===== config.mk =====
export PLATFORM = sky130hd
export DESIGN_NAME = alu_psw_commit
export DESIGN_NICKNAME = d
export VERILOG_FILES = /design/src/rtl/alu_psw_commit.sv
export SDC_FILE = /design/constraint.sdc
export NUM_CORES = 1
export LEC_CHECK = 0
export ABC_AREA = 1
export CORE_MARGIN = 2
export CORE_UTILIZATION = 40
export CTS_CLUSTER_SIZE = 14
export DETAILED_ROUTE_END_ITERATION = 6
export PLACE_DENSITY_LB_ADDON = 0.25
export SYNTH_ARGS = -nofsm -noshare
export SYNTH_HDL_FRONTEND = slang
export SYNTH_SLANG_ARGS = --single-unit

===== constraint.sdc =====
create_clock -name clk -period 2 [get_ports clk]
set_input_delay 0.6 -clock clk [delete_from_list [all_inputs] [get_ports clk]]
set_output_delay 0.6 -clock clk [all_outputs]
set_load 0.005 [all_outputs]

===== src/rtl/alu_psw_commit.sv =====
// ALU writeback/PSW commit stage: registers one ALU result per cycle, merges byte ops,
// applies the masked PSW flag update and counts retired instructions.
module alu_psw_commit #(
    parameter logic [15:0] PSW_RESET = 16'h0000,
    parameter int          REG_AW    = 3
) (
    input  logic              clk,
    input  logic              rst,
    input  logic              ex_valid,
    input  logic [15:0]       ex_result,
    input  logic [15:0]       ex_psw_out,
    input  logic [15:0]       ex_psw_msk,
    input  logic [REG_AW-1:0] ex_dst,
    input  logic              ex_wr_en,
    input  logic              ex_byte,
    input  logic [15:0]       ex_old_dst,
    input  logic              stall,
    input  logic              flush,
    input  logic              psw_ld_en,
    input  logic [15:0]       psw_ld_data,
    output logic              wb_valid,
    output logic              wb_we,
    output logic [REG_AW-1:0] wb_dst,
    output logic [15:0]       wb_data,
    output logic [15:0]       psw,
    output logic              carry_flag,
    output logic [15:0]       retire_cnt
);

    localparam int DATA_W = 16;

    logic acc_p0;

    function automatic logic [DATA_W-1:0] byte_merge(
        input logic              is_byte,
        input logic [DATA_W-1:0] old_val,
        input logic [DATA_W-1:0] res
    );
        return is_byte ? {old_val[DATA_W-1:8], res[7:0]} : res;
    endfunction

    function automatic logic [DATA_W-1:0] psw_apply(
        input logic [DATA_W-1:0] cur,
        input logic [DATA_W-1:0] flags,
        input logic [DATA_W-1:0] msk
    );
        return (cur & ~msk) | (flags & msk);
    endfunction

    assign acc_p0 = ex_valid & ~stall & ~flush;

    // execute -> writeback boundary
    always_ff @(posedge clk) begin
        if (rst) begin
            wb_valid   <= 1'b0;
            wb_we      <= 1'b0;
            wb_dst     <= '0;
            wb_data    <= '0;
            psw        <= PSW_RESET;
            retire_cnt <= '0;
        end else begin
            if (flush) begin
                wb_valid <= 1'b0;
                wb_we    <= 1'b0;
            end else if (!stall) begin
                wb_valid <= ex_valid;
                wb_we    <= ex_valid & ex_wr_en;
                if (ex_valid) begin
                    wb_dst     <= ex_dst;
                    wb_data    <= byte_merge(ex_byte, ex_old_dst, ex_result);
                    retire_cnt <= retire_cnt + 16'd1;
                end
            end

            // An explicit load always beats the instruction's flag update
            if (psw_ld_en)
                psw <= psw_ld_data;
            else if (acc_p0)
                psw <= psw_apply(psw, ex_psw_out, ex_psw_msk);
        end
    end

    assign carry_flag = psw[0];

endmodule


-- After elaboration in Yosys (flattened, before gate mapping)
Index checks and enable logic that the tools add are counted.
- muxes and demuxes: 3
- bitwise operators: 9
- reductions and logical operators: 3
- add/sub/neg operators: 1
- operators by type and width (kind ; count):
    $mux W16 ; 3
    $and A16 B16 Y16 ; 2
    $add A16 B1 Y16 const B ; 1
    $not A16 Y16 ; 1
    $or A16 B16 Y16 ; 1
    $and A1 B1 Y1 ; 3
    $reduce_and A3 Y1 ; 1
    $not A1 Y1 ; 2
    $reduce_bool A2 Y1 ; 1
    $reduce_or A2 Y1 ; 1
- bits of input ports: 91
- bits in registers: 53
- output and inout port bits: 54
- logic and storage cells: 22

-- Longest topological paths before layout
- depth after elaboration: 5
- gate-level depth with buffers: 8
- depth with buffers taken out: 8

-- Worst setup path after synthesis
No wires, ideal clock.
- kind: input to register
- start point: in stall
- end point: reg (tool-made name)
- arrival time: 1290 ps
- cell stages on the path: 7
- library setup time: 120 ps
- required time: 1880 ps
- path buffers: 1
- slack: 591 ps
- path through: inv_2 -> nand2_1 -> nor2_4 -> buf_2 -> nand2_1 -> a21oi_1 -> a21oi_1
- RTL lines (what ; RTL line ; source):
    start, declared ; 17 ; input logic stall,

-- Final worst setup path
- start point: reg retire_cnt[2]
- end point: out retire_cnt[2]
- RTL lines (what ; RTL line ; source):
    start, declared ; 27 ; output logic [15:0] retire_cnt
    start signal, assigned ; 71 ; retire_cnt <= retire_cnt + 16'd1;
No word-level cell between the ends.

==> impl_metrics.py <==
metrics = {
    "final_layout": {
        "diodes": 0,
        "stdcell_count": 550,
        "final_cell_area_um2": 4001,
        "drive_gt1_frac": 0.05474,
        "area_growth_pct": 67.61,
        "nNetsFinal": 567,
    },
    "floorplanning": {
        "die-area_um2": 6602,
        "dieHeight_um": 81.26,
        "ios": 145,
        "start_util": 0.4080,
        "fp.dieW_um": 81.26,
        "coreArea_um2": 5851,
        "fp-row-count": 28,
    },
    "power_and_ir_drop": {
        "p_leak_nw": 1.492,
        "powerDensity_nw_per_um2": 557.1,
        "peakVddDrop_v": 0.0003967,
        "power.total_mw": 2.229,
    },
    "grt": {
        "grt_pass1_vias": 2612,
        "grt_pass1_wl_um": 11130,
        "grt_use_total": 0.2173,
        "grt_max_degree": 35,
        "grt_remaining_overflow": 0,
        "antenna_found_initial": 0,
    },
    "setup_path": {
        "path_max_fanout": 7,
        "crit_end": "retire_cnt[2]",
        "startpoint_type": "register",
        "slowest_stage": "clkdlybuf4s50_1",
        "crit_required_ns": 1.40,
        "end_kind": "output pin",
        "cp_num_buf_inv": 1,
        "crit_start": "retire_cnt[2]",
        "crit_type": "reg -> out",
        "r2r_end": "retire_cnt[12]",
        "ff2ff_path_depth": 7,
        "r2r_start": "retire_cnt[0]",
        "path_depth": 1,
        "reg2reg_setup_slack_ns": 0.50,
        "cp_data_arrival_time_ns": 1.30,
        "critical-path-max-stage-delay_ns": 0.55,
        "crit_chain": "clkdlybuf4s50_1",
        "critPathTopFamily": "buffers and inverters",
    },
    "sta": {
        "fin_crit_sh": 0.9503,
        "final_max_slew_viol_count": 0,
        "rsz0062_at_grt": "false",
        "tightest_slew_ns": 0.4443,
        "post-route-min-period_ns": 1.901,
        "finalSetupTns_ns": 0,
        "maxSlewHeadroom": 0.7034,
        "timing.final.ws_setup_ns": 0.09940,
        "clock_skew_ns": 0.001675,
        "setup_viol": 0,
        "max_freq_ghz": 0.5261,
        "hold_viol": 0,
    },
    "routing": {
        "ant_nets": 0,
        "remaining_drc_errors": 0,
        "via_per_inst": 4.942,
        "firstDrtPassIters": 5,
        "first_iter_violations": 129,
        "totalWireLength_um": 7097,
        "num_vias": 2718,
        "wl_per_cell_um": 12.90,
    },
    "clock_tree": {
        "worstSkewPairLatency_ns": 0.30,
        "cts.path.max_buffers": 2,
        "holdBufCountCts": 0,
        "ctsResizeCount": 0,
        "cts_setup_buffers": 0,
        "cts_made_buffers": 5,
        "path_clk_slew_ns": 0.09,
        "tritoncts": "built",
        "root_buffer": "clkbuf_8",
        "htree_levels": 2,
        "clock_sinks": 53,
    },
    "yosys": {
        "ys_ff_latch": 53,
        "synth_area_per_cell_um2": 7.105,
        "synth_cell_types": 18,
        "synth_warnings": 0,
        "synthCells": 336,
        "synth_nets": 428,
        "synth-seq-area-share": 0.4444,
        "synthesis.area_um2": 2387,
    },
    "run": {
        "max_cap_violations": 0,
    },
    "outcome": {
        "outcome": "completed",
    },
    "min_path": {
        "hp-class": "reg -> reg",
    },
    "placement": {
        "dpl_cell_area_um2": 3897,
        "gp_congestion": 0.8407,
        "placed_cells": 543,
        "port_buffers": 136,
        "dp_hpwl_um": 5461,
        "dp_slack_ns": -0.07035,
    },
}
[layout make-up]
type                    instances  area (um^2)
well taps                      75        93.84
fillers                       506         1849
repair buffers                150         1504
clock buffers                   5        68.82
multi-input cells             245         1164
inverters                      20        75.07
clock inverters                 2        35.03
flip-flops and latches         53         1061
[cell usage after synthesis (all sizes together)]
cell type,count,share of area
inv,20,0.031
nand4,8,0.021
nand3,27,0.059
dfxtp,53,0.44
xor2,1,0.0037
a21oi,58,0.12
ha,1,0.0052
buf,13,0.029
mux2i,8,0.034
nor2,34,0.060
clkbuf,5,0.0079
nand2,81,0.13
o21ai,27,0.057
[metrics by stage]
step                      hold WS (ns)    util
after floorplan                 0.4497       -
after global placement          0.4438  0.6662
after detailed placement        0.4578  0.6662
after CTS                       0.4694  0.6839
after global routing            0.4922  0.6839
final                           0.4666  0.6839
[worst reg2reg max path, cell delays in order (launching register included)]
cell and delay (ns):
dfxtp_1 0.40, ha_1 0.22, nand3_1 0.09, nor2_1 0.36
nand4_1 0.16, nand2_1 0.09, nand2_1 0.05, nor2_1 0.07
[per-layer routing]
metal | vias to the layer above | share of wire | GRT usage
met1 | 1204 | 0.40 | 0.2378
met3 | 19 | 0.074 | 0.06667
li1 | 1396 | - | -
met4 | 0 | 0.033 | 0.1051
met5 | - | 0 | 0
met2 | 99 | 0.49 | 0.3810
[where the power goes]
group / internal, mW / switching [mW] / total [mW]
registers: 1.10 / 0.0213 / 1.12
clock network: 0.364 / 0.339 / 0.703
logic: 0.269 / 0.140 / 0.409
total: 1.73 / 0.500 / 2.23
[layout by cell type, fill, tap and decap left out]
cell type and instances:
mux2i_1 8, bufinv_16 1, buf_12 3, nor2_1 32, ha_1 1, a21oi_1 58
buf_4 11, nand4_1 8, nand2_1 81, clkdlybuf4s50_1 136, nand3_1 26, inv_1 18
xor2_1 1, dfxtp_1 53, clkbuf_8 5, inv_2 2, clkinv_2 1, nand3_2 1
nor2_4 2, o21ai_0 27
[logic make-up (layout without fill, tap and decap cells)]
group | after synthesis | after routing | share of synthesized area
AND/OR/NAND/NOR | 150 | 150 | 0.2668
AO/OA/AOI/OAI | 85 | 85 | 0.1782
flip-flops | 53 | 53 | 0.4444
buffers and inverters | 38 | 177 | 0.06813
multiplexers | 8 | 8 | 0.03354
adder cells (fa/ha/maj) | 1 | 1 | 0.005240
XOR/XNOR | 1 | 1 | 0.003669
[worst min path at each step]
stage | slack, ns | endpoint | from | cells past startpoint
after floorplan | 0.45 | wb_we | wb_we | 2
after global placement | 0.44 | wb_we | wb_we | 2
after detailed placement | 0.46 | wb_data[0] | wb_data[0] | 2
after CTS | 0.47 | wb_dst[2] | wb_dst[2] | 2
after global routing | 0.49 | wb_data[5] | wb_data[5] | 2
final | 0.47 | wb_dst[2] | wb_dst[2] | 2
Note: power is estimated with default switching activity, not from simulation.
